$ cat src/rtl/gpu_loader_if.sv
// Host byte-stream port of gpu_loader: one byte per transfer, valid/ready handshake.
interface gpu_loader_if;
    logic [7:0] in_data;
    logic       in_valid;
    logic       in_ready;

    modport master (output in_data, output in_valid, input in_ready);
    modport slave  (input in_data, input in_valid, output in_ready);
endinterface

$ cat src/rtl/gpu_loader.sv
// Packet-driven load/run controller for the GPU core's external load port.
// Optional trailing checksum on write packets: define GPU_LOADER_CHECKSUM_EN.
module gpu_loader #(
    parameter int CORE_RESET_CYCLES = 2
) (
    input  logic               clock,
    input  logic               reset,
    gpu_loader_if.slave        host,
    output logic [15:0]        ext_write_address,
    output logic [31:0]        ext_write_data,
    output logic               ext_enable_write_inst,
    output logic               ext_enable_write_data,
    output logic               run,
    output logic               core_reset_n,
    output logic               busy,
    output logic               error
);

`ifdef GPU_LOADER_CHECKSUM_EN
    typedef enum logic [2:0] {
        S_IDLE, S_ADDR0, S_ADDR1, S_CNT0, S_CNT1, S_DATA, S_WRITE, S_CSUM
    } state_t;
    localparam state_t S_DONE = S_CSUM;
`else
    typedef enum logic [2:0] {
        S_IDLE, S_ADDR0, S_ADDR1, S_CNT0, S_CNT1, S_DATA, S_WRITE
    } state_t;
    localparam state_t S_DONE = S_IDLE;
`endif

    localparam logic [1:0] RST_CYC = 2'(CORE_RESET_CYCLES);

    state_t      state_q;
    logic        is_inst_q;
    logic [15:0] addr_q;
    logic [15:0] cnt_q;
    logic [1:0]  idx_q;
    logic [23:0] word_q;
    logic [15:0] waddr_q;
    logic [31:0] wdata_q;
    logic        inst_stb_q;
    logic        data_stb_q;
    logic        run_q;
    logic        core_rst_n_q;
    logic [1:0]  rst_cnt_q;
    logic        error_q;
    logic        accept;

`ifdef GPU_LOADER_CHECKSUM_EN
    logic [7:0]  sum_q;
    logic [7:0]  sum_d;
    assign sum_d = sum_q + host.in_data;
`endif

    // Stall while a word is being written or the core is held in reset.
    assign host.in_ready = (state_q != S_WRITE) && core_rst_n_q;
    assign accept        = host.in_valid && host.in_ready;

    always_ff @(posedge clock) begin
        if (reset) begin
            state_q      <= S_IDLE;
            idx_q        <= 2'd0;
            waddr_q      <= 16'd0;
            wdata_q      <= 32'd0;
            inst_stb_q   <= 1'b0;
            data_stb_q   <= 1'b0;
            run_q        <= 1'b0;
            core_rst_n_q <= 1'b0;
            rst_cnt_q    <= RST_CYC;
            error_q      <= 1'b0;
        end else begin
            inst_stb_q <= 1'b0;
            data_stb_q <= 1'b0;
            if (rst_cnt_q != 2'd0) begin
                rst_cnt_q    <= rst_cnt_q - 2'd1;
                core_rst_n_q <= (rst_cnt_q == 2'd1);
            end
`ifdef GPU_LOADER_CHECKSUM_EN
            if (accept) sum_q <= sum_d;
`endif
            case (state_q)
                S_IDLE: if (accept) begin
                    case (host.in_data)
                        8'h00: error_q <= 1'b0;
                        8'h01, 8'h02: begin
                            is_inst_q <= (host.in_data == 8'h01);
                            state_q   <= S_ADDR0;
`ifdef GPU_LOADER_CHECKSUM_EN
                            sum_q     <= host.in_data;
`endif
                            // Loading into a running core implies a halt first.
                            if (run_q) begin
                                run_q        <= 1'b0;
                                core_rst_n_q <= 1'b0;
                                rst_cnt_q    <= RST_CYC;
                            end
                        end
                        8'h03: run_q <= 1'b1;
                        8'h04: begin
                            run_q        <= 1'b0;
                            core_rst_n_q <= 1'b0;
                            rst_cnt_q    <= RST_CYC;
                        end
                        default: error_q <= 1'b1;
                    endcase
                end
                S_ADDR0: if (accept) begin
                    addr_q[7:0] <= host.in_data;
                    state_q     <= S_ADDR1;
                end
                S_ADDR1: if (accept) begin
                    addr_q[15:8] <= host.in_data;
                    state_q      <= S_CNT0;
                end
                S_CNT0: if (accept) begin
                    cnt_q[7:0] <= host.in_data;
                    state_q    <= S_CNT1;
                end
                S_CNT1: if (accept) begin
                    cnt_q[15:8] <= host.in_data;
                    idx_q       <= 2'd0;
                    state_q     <= ({host.in_data, cnt_q[7:0]} == 16'd0) ? S_DONE : S_DATA;
                end
                S_DATA: if (accept) begin
                    idx_q <= idx_q + 2'd1;
                    case (idx_q)
                        2'd0: word_q[7:0]   <= host.in_data;
                        2'd1: word_q[15:8]  <= host.in_data;
                        2'd2: word_q[23:16] <= host.in_data;
                        default: begin
                            waddr_q    <= addr_q;
                            wdata_q    <= {host.in_data, word_q};
                            inst_stb_q <= is_inst_q;
                            data_stb_q <= !is_inst_q;
                            state_q    <= S_WRITE;
                        end
                    endcase
                end
                S_WRITE: begin
                    addr_q  <= addr_q + 16'd4;
                    cnt_q   <= cnt_q - 16'd1;
                    state_q <= (cnt_q == 16'd1) ? S_DONE : S_DATA;
                end
`ifdef GPU_LOADER_CHECKSUM_EN
                S_CSUM: if (accept) begin
                    if (sum_d != 8'd0) error_q <= 1'b1;
                    state_q <= S_IDLE;
                end
`endif
                default: state_q <= S_IDLE;
            endcase
        end
    end

    assign ext_write_address     = waddr_q;
    assign ext_write_data        = wdata_q;
    assign ext_enable_write_inst = inst_stb_q;
    assign ext_enable_write_data = data_stb_q;
    assign run                   = run_q;
    assign core_reset_n          = core_rst_n_q;
    assign busy                  = (state_q != S_IDLE);
    assign error                 = error_q;

endmodule

$ cat src/flat_wrapper.sv
// flat-port wrapper written by rule: the top's interface ports become plain ports
module gpu_loader_flat 
#(
    parameter int CORE_RESET_CYCLES = 2
)
  (clock, reset, ext_write_address, ext_write_data, ext_enable_write_inst, ext_enable_write_data, run, core_reset_n, busy, error, host_in_data, host_in_valid, host_in_ready);
  gpu_loader_if host_i ();
  input  logic clock;
  input  logic reset;
  output logic [15:0] ext_write_address;
  output logic [31:0] ext_write_data;
  output logic ext_enable_write_inst;
  output logic ext_enable_write_data;
  output logic run;
  output logic core_reset_n;
  output logic busy;
  output logic error;
  input wire logic [$bits(host_i.in_data)-1:0] host_in_data;
  input wire logic [$bits(host_i.in_valid)-1:0] host_in_valid;
  output wire logic [$bits(host_i.in_ready)-1:0] host_in_ready;
  assign host_i.in_data = host_in_data;
  assign host_i.in_valid = host_in_valid;
  assign host_in_ready = host_i.in_ready;
  gpu_loader #(.CORE_RESET_CYCLES(CORE_RESET_CYCLES)) u_core (.clock(clock), .reset(reset), .host(host_i), .ext_write_address(ext_write_address), .ext_write_data(ext_write_data), .ext_enable_write_inst(ext_enable_write_inst), .ext_enable_write_data(ext_enable_write_data), .run(run), .core_reset_n(core_reset_n), .busy(busy), .error(error));
endmodule
$ cat config.mk
export PLATFORM = sky130hd
export DESIGN_NAME = gpu_loader_flat
export DESIGN_NICKNAME = d
export VERILOG_FILES = /design/src/rtl/gpu_loader_if.sv /design/src/rtl/gpu_loader.sv /design/src/flat_wrapper.sv
export SDC_FILE = /design/constraint.sdc
export NUM_CORES = 1
export LEC_CHECK = 0
export ABC_AREA = 1
export CAP_MARGIN = 20
export CORE_MARGIN = 2
export CORE_UTILIZATION = 50
export CTS_BUF_LIST = sky130_fd_sc_hd__clkbuf_4
export CTS_CLUSTER_SIZE = 24
export DETAILED_ROUTE_END_ITERATION = 10
export GPL_TIMING_DRIVEN = 0
export PLACE_DENSITY = 0.79
export SYNTH_ARGS = -nofsm -noshare
export SYNTH_HDL_FRONTEND = slang
export SYNTH_SLANG_ARGS = --single-unit
export TNS_END_PERCENT = 5
$ cat constraint.sdc
create_clock -name clock -period 5.1 [get_ports clock]
set_input_delay 0.765 -clock clock [delete_from_list [all_inputs] [get_ports clock]]
set_output_delay 0.765 -clock clock [all_outputs]
set_load 0.005 [all_outputs]
==> results.md, run 1 <==
* Status: completed
* Static Leak at about 2.3 nW
* Hold/Removal Path Class: reg -> reg
* Setup TNS at 0 ns
* Area of all placed cells without fillers at 0.00615 mm^2
* CP max FO at 10
* # DRC at 0
* Initial antenna violation count at 0
* Die H at about 100 um
* Max-slew headroom at roughly 42%
* Post-synth EDFFs at between 50 and 60
* Peak supply drop at 0.000190 V
* Final WL at 11.2 mm
* Worst endpoint required time at 5.25 ns
* IO buf count at 65
* Cells after Synth at ~570
* H-tree depth at 4
* CTS Sinks at ~120
* Total gr overflow at 0
* Post-CTS Setup Bufs at 0
* Area fraction of the dominant cell type after synthesis at 34.0%
* Ant diodes at 0
* YS warnings at 0
* # rows at 36
* Ranking of synthesized cells by area: edfxtp_1 34%, dfxtp_1 24%, nor2_1 9.9%
* Drt first-iter violations at 230
* Syn Area/Cell at just under 9 um^2
* CTS-repair resized insts at 0
* Most used DFF post-synth: dfxtp_1
* Clock Tree Root: clkbuf_4
* Largest net degree at the start of global routing at 17
* Core area at approximately 0.01 mm^2
* CP Capture Type: flop
* Layout cells sized above 1 at under 10%
* Setup-violating endpoint count in the final report at 0
* Initial Utilization at between 50% and 60%
* DR vias at between 4000 and 5000
* Syn_nets at approximately 590
* Die footprint at between 0.01 and 0.015 mm^2
* Post-detail-place hpwl at around 8.3 mm
* CTS max path bufs at 2
* First-pass GRT wire length at approximately 18 mm
* Yosys reg bits at between 100 and 150
* Wire per inst at roughly 14 um
* Seq/Total Area, Yosys at between 50% and 60%
* CP startpoint kind: input pin
* Crit path DAT at 2.75 ns
* CTS Buf Count at 17
* Synth unique cells at 29
* Area grow syn2layout at 22.3%
* First-pass DRT Iterations at 5
* Top-count cell post-synth: nor2_1
* Crit path kind: in -> reg
* Final Wtd Congestion at between 0.8 and 0.9
* Pwr Density at around 320 mW/mm^2
* Period utilization at between 50% and 60%
* Post-synth top cells: 133 x nor2_1, 87 x nand2_1, 68 x o21ai_0
* Mapped Area at approximately 0.0050 mm^2
* Max-slew violations at 0
* Layout Utilization at about 63%
* Pre-CTS setup slack at about 1.9 ns
* Die W at 104 um
* Io pins at 66
* Max_cap viols at 0
* Fmax at approximately 380 MHz
* Final setup margin at roughly 2.5 ns
* Nets at slightly below 700
* Total track usage at between 20% and 30%
* Post-synth ARST share at 0%
* Antenna-violating nets left at 0
* Clock transition at path regs at approximately 0.12 ns
* Number of global-route vias before repair at slightly below 4000
* Hold Vio Cnt, Final at 0
* Clock Skews at around 0.017 ns
* CTS tree: done
* Hold Buf Count CTS at 0
* Worst Tran Pin Value at 0.863 ns
* Vias per cell at between 5 and 6
* Unrepaired setup endpoints after global routing: no
* Biggest area consumer among synthesized cells: edfxtp_1
* Post-layout minimum cycle time at 2.60 ns
* Clk Latency, worst-skew pair at 0.51 ns
* DP Area at between 0.005 and 0.006 mm^2
cell type report:
cell class / count / area [um^2]
fillers: 820 / 3620
flip-flops and latches: 117 / 2910
multi-input cells: 385 / 1830
repair buffers: 67 / 661
clock inverters: 15 / 166
well taps: 133 / 166
inverters: 44 / 165
clock buffers: 17 / 128
plain buffers: 22 / 126
sequential cells by signal, summed over array words and instances (netlist names):
register                      cells
u_core.addr_q                    16
u_core.ext_enable_write_inst      1
u_core.rst_cnt_q                  2
u_core.ext_enable_write_data      1
u_core.state_q                    3
u_core.run                        1
u_core.word_q                    24
u_core.core_reset_n               1
u_core.error                      1
u_core.idx_q                      2
u_core.ext_write_data            32
u_core.cnt_q                     16
u_core.ext_write_address         16
u_core.is_inst_q                  1
cell families after synthesis:
| kind of cell | share of synthesized area (%) |
|---|---|
| xor+xnor | 2.09 |
| buf+inv | 5.79 |
| simple gates | 21.7 |
| flops | 57.9 |
| compound gates | 10.6 |
| fa+ha+maj | 1.99 |
layout by cell type, fill, tap and decap left out, drive strengths merged:
cell type      count
a211oi             3
a21oi             22
a22oi              1
buf               10
bufinv             2
clkbuf            31
clkdlybuf4s50     65
clkinv             4
clkinvlp           3
dfxtp             60
edfxtp            57
ha                 8
inv               50
nand2             89
nand3             15
nand3b             1
nand4              6
nor2             135
nor3              13
nor3b              1
o21ai             77
o31ai              1
or2                1
xnor2              5
xor2               7
worst max-delay path, stage by stage:
cell and delay, ns:
clkdlybuf4s50_1 0.45, inv_1 0.09, clkbuf_1 0.41, clkbuf_1 0.39
nand2_1 0.09, nor2_1 0.54
metrics by stage:
step	std cells	total power, mW	hold slack [ns]
6_report	800	1.98	0.447
2_1_floorplan	568	1.24	0.410
3_5_place_dp	768	1.32	0.421
3_3_place_gp	766	1.31	0.425
5_1_grt	800	2.08	0.464
4_1_cts	800	1.99	0.442
metal layers:
layer  share of wire (%)  global-route usage, %  wire length, um
met5                   0                      0                0
met1                  41                   25.2             4600
met3                 6.9                   4.57              777
met2                  50                   37.6             5590
met4                 1.9                   8.78              218
final timing paths:
check,from,end,slack (ns),cells after the start
worst max-delay path,reset,u_core.word_q[4]$_DFFE_PP_,2.50,6
worst min-delay path,u_core.is_inst_q$_DFFE_PP_,u_core.ext_enable_write_data$_SDFF_PP0_,0.45,1
worst max register to register,u_core.state_q[1]$_SDFFE_PP0P_,u_core.addr_q[5]$_DFFE_PP_,3.01,5
worst min register to register,u_core.is_inst_q$_DFFE_PP_,u_core.ext_enable_write_data$_SDFF_PP0_,0.45,1
power breakdown:
group	leakage, nW	internal [mW]	switching (mW)
Sequential	1.00	1.03	0.0305
Combinational	1.18	0.0826	0.158
Clock	0.150	0.301	0.383
Total	2.33	1.41	0.571
Power figures use the tool's default switching activity.
==> run 2: changes to the inputs <==
--- a/config.mk
+++ b/config.mk
@@ -13,7 +13,7 @@
 export CTS_CLUSTER_SIZE = 24
 export DETAILED_ROUTE_END_ITERATION = 10
 export GPL_TIMING_DRIVEN = 0
-export PLACE_DENSITY = 0.79
+export PLACE_DENSITY = 0.82
 export SYNTH_ARGS = -nofsm -noshare
 export SYNTH_HDL_FRONTEND = slang
 export SYNTH_SLANG_ARGS = --single-unit
==> constraint.sdc (replaced) <==
create_clock -name clock -period 2.2 [get_ports clock]
set_input_delay 0.33 -clock clock [delete_from_list [all_inputs] [get_ports clock]]
set_output_delay 0.33 -clock clock [all_outputs]
set_load 0.005 [all_outputs]
==> run 2 against run 1 <==
  * Final cell count did not move
  * Worst hold slack improved by 0.014 ns
  * Clock skew rose by 0.0016 ns
  * Utilization rose by 0.42 points
  * Setup slack got worse by 2.4 ns
  * Cell area rose by 0.67%
  * Count of clock-buffer cells in the layout did not move
  * Die area did not move
  * Register-to-register slack got worse by 2.8 ns
  * Via count rose by 1.6%
  * Critical endpoint is now busy
  * Largest cell class unchanged
==> results.md, run 2 (synthesis gave the netlist of run 1 again) <==
* Number of global-route vias before repair at 4008 (was 3933)
* # DRC at 0 (unchanged)
* Die W at 104 um (unchanged)
* Total gr overflow at 0 (unchanged)
* Antenna-violating nets left at 0 (unchanged)
* Tot Pwr at 4.78 mW (was 1.98 mW)
* Setup crit start: u_core.state_q[2]$_SDFFE_PP0P_ (was reset)
* Peak supply drop at 0.000403 V (was 0.000190 V)
* Ant diodes at 0 (unchanged)
* FILL cells at 775 (was 820)
* Wire per inst at 14.4 um (was 14.0 um)
* Period utilization at 96.5%
* CTS max path bufs at 2 (unchanged)
* Largest net degree at the start of global routing at 17 (unchanged)
* Reg-to-reg endpoint: u_core.cnt_q[1]$_DFFE_PP_ (was u_core.addr_q[5]$_DFFE_PP_)
* CTS Buf Count at 17 (unchanged)
* Io pins at 66 (unchanged)
* Die H at 104 um (unchanged)
* Hold WS at 0.461 ns (was 0.447 ns)
* Placed insts at 768 (unchanged)
* CTS Sinks at 117 (unchanged)
* Busiest grt layer: met2 (unchanged)
* R2r setup slk at 0.21 ns (was 3.01 ns)
* Worst setup endpoint: busy (was u_core.word_q[4]$_DFFE_PP_)
* Initial antenna violation count at 0 (unchanged)
* Fin cells at 800 (unchanged)
* DR vias at 4164 (was 4100)
* Total track usage at 21.9% (was 21.4%)
* Worst endpoint required time at 1.87 ns (was 5.25 ns)
* Commonest non-fill, non-tap cell in the layout: nor2_1 (unchanged)
* Initial Utilization at 51.5% (unchanged)
* Clock transition at path regs at 0.11 ns (was 0.12 ns)
* Unrepaired setup endpoints after global routing: yes (was no)
* Fmax at 471 MHz
* Met1 usage in global routing at 25.9% (was 25.2%)
* CP max FO at 8 (was 10)
* R2R cell count at 6 (was 5)
* Crit path DAT at 1.79 ns (was 2.75 ns)
* Max-slew violations at 0 (unchanged)
* Final Wtd Congestion at 0.894 (was 0.897)
* # rows at 36 (unchanged)
* Commonest cells after routing, fill and taps aside: 131 x nor2_1, 87 x nand2_1, 68 x o21ai_0 (was 133 x nor2_1, 87 x nand2_1, 68 x o21ai_0)
* Hold Buf Count CTS at 0 (unchanged)
* Vias per cell at 5.21 (was 5.13)
* Hold/Removal Path Class: reg -> reg (unchanged)
* Final WL at 11.5 mm (was 11.2 mm)
* Hold Vio Cnt, Final at 0 (unchanged)
* H-tree depth at 4 (unchanged)
* First-pass GRT wire length at 18.8 mm (was 18.4 mm)
* CTS tree: done (unchanged)
* Nets at 673 (unchanged)
* CP Capture Type: output pin (was flop)
* Reg area at 0.00292 mm^2 (was 0.00291 mm^2)
* Max reg flops at 32 (unchanged)
* IO buf count at 65 (unchanged)
* Clock Tree Root: clkbuf_4 (unchanged)
* Status: completed (unchanged)
* Post-layout minimum cycle time at between 2 and 2.5 ns
* First-pass DRT Iterations at 5 (unchanged)
* FF-to-FF Start: u_core.state_q[2]$_SDFFE_PP0P_ (was u_core.state_q[1]$_SDFFE_PP0P_)
* Area occupied by multi-input gates at 0.00183 mm^2 (about the same)
* Crit path kind: reg -> out (was in -> reg)
* Met2 usage at 36.7% (was 37.6%)
* Post-CTS Setup Bufs at 0 (unchanged)
* Post-detail-place hpwl at 8.39 mm (was 8.31 mm)
* Clk Latency, worst-skew pair at 0.51 ns (about the same)
* Die footprint at 0.0109 mm^2 (unchanged)
* Static Leak at 2.35 nW (was 2.33 nW)
* Max-slew headroom at 51.2% (was 42.1%)
* Core area at 0.00977 mm^2 (unchanged)
* Clock Skews at 0.0184 ns (was 0.0168 ns)
* Area grow syn2layout at 23.1% (was 22.3%)
* Drt first-iter violations at 333 (was 230)
* Max_cap viols at 0 (unchanged)
* Layout cells sized above 1 at 8.40% (was 7.95%)
* Pwr Density at 772 mW/mm^2 (was 322 mW/mm^2)
* Setup-violating endpoint count in the final report at 0 (unchanged)
* Met3 usage at 5.89% (was 4.57%)
* Worst Tran Pin Value at 0.728 ns (was 0.863 ns)
* CP startpoint kind: flop (was input pin)
-- run 2: cell types whose count changed in the layout (fill, tap and decap cells not counted), sizes merged --
cell,delta
clkinvlp,-1
clkinv,+1
bufinv,+2
inv,-2
-- run 2: worst max-delay path, cell delays in order, from the launching register on --
cell	delay, ns
dfxtp_1	0.31
buf_4	0.16
nor2_1	0.09
inv_1	0.06
nor2_1	0.17
inv_1	0.06
clkdlybuf4s50_1	0.44
-- run 2: layout make-up --
cell class / instances / share of cell area [%]
inverters: 44 / 2.67
plain buffers: 22 / 2.04
multi-input cells: 385 / 29.6
clock buffers: 17 / 2.06
repair buffers: 67 / 10.7
flip-flops and latches: 117 / 47.1
well taps: 133 / 2.69
clock inverters: 15 / 3.23
-- run 2: metrics by stage --
step	area, um^2	TNS, ns	util, %	setup slack (ns)
after global placement	5850	-15.92	59.8	-0.540
after floorplan	5030	0	-	0.441
final	6190	0	63.4	0.0767
after detailed placement	5860	-10.89	59.9	-0.554
after global routing	6190	-0.0673	63.4	-0.0673
after CTS	6190	0	63.3	0.0221
-- run 2: worst min path at each step --
| stage | startpoint | end | slack, ns | cells past startpoint |
|---|---|---|---|---|
| floorplan | u_core.is_inst_q$_DFFE_PP_ | u_core.ext_enable_write_data$_SDFF_PP0_ | 0.41 | 1 |
| global placement | u_core.is_inst_q$_DFFE_PP_ | u_core.ext_enable_write_data$_SDFF_PP0_ | 0.42 | 1 |
| detailed placement | u_core.is_inst_q$_DFFE_PP_ | u_core.ext_enable_write_data$_SDFF_PP0_ | 0.45 | 1 |
| CTS | u_core.is_inst_q$_DFFE_PP_ | u_core.ext_enable_write_data$_SDFF_PP0_ | 0.46 | 1 |
| global route | u_core.is_inst_q$_DFFE_PP_ | u_core.ext_enable_write_data$_SDFF_PP0_ | 0.47 | 1 |
| finish | u_core.is_inst_q$_DFFE_PP_ | u_core.ext_enable_write_data$_SDFF_PP0_ | 0.46 | 1 |
-- run 2: repair_timing --
action | 4_1_cts | 5_1_grt
gates cloned | 0 | 0
endpoints found under the setup margin | 5 | 13
gates resized for setup | 1 | 3
-- run 2: per-layer routing --
layer	share of wire [%]	up-vias	wire, um
li1	-	2053	-
met1	39	1910	4540
met2	50	171	5800
met3	7.8	30	897
met4	2.4	0	275
met5	0	-	0
-- run 2: report_power, final --
| group | internal, mW | switching (mW) | leakage, nW |
|---|---|---|---|
| clock | 0.909 | 0.851 | 0.171 |
| combinational | 0.192 | 0.370 | 1.18 |
| sequential | 2.39 | 0.0707 | 1.00 |
| total | 3.49 | 1.29 | 2.35 |
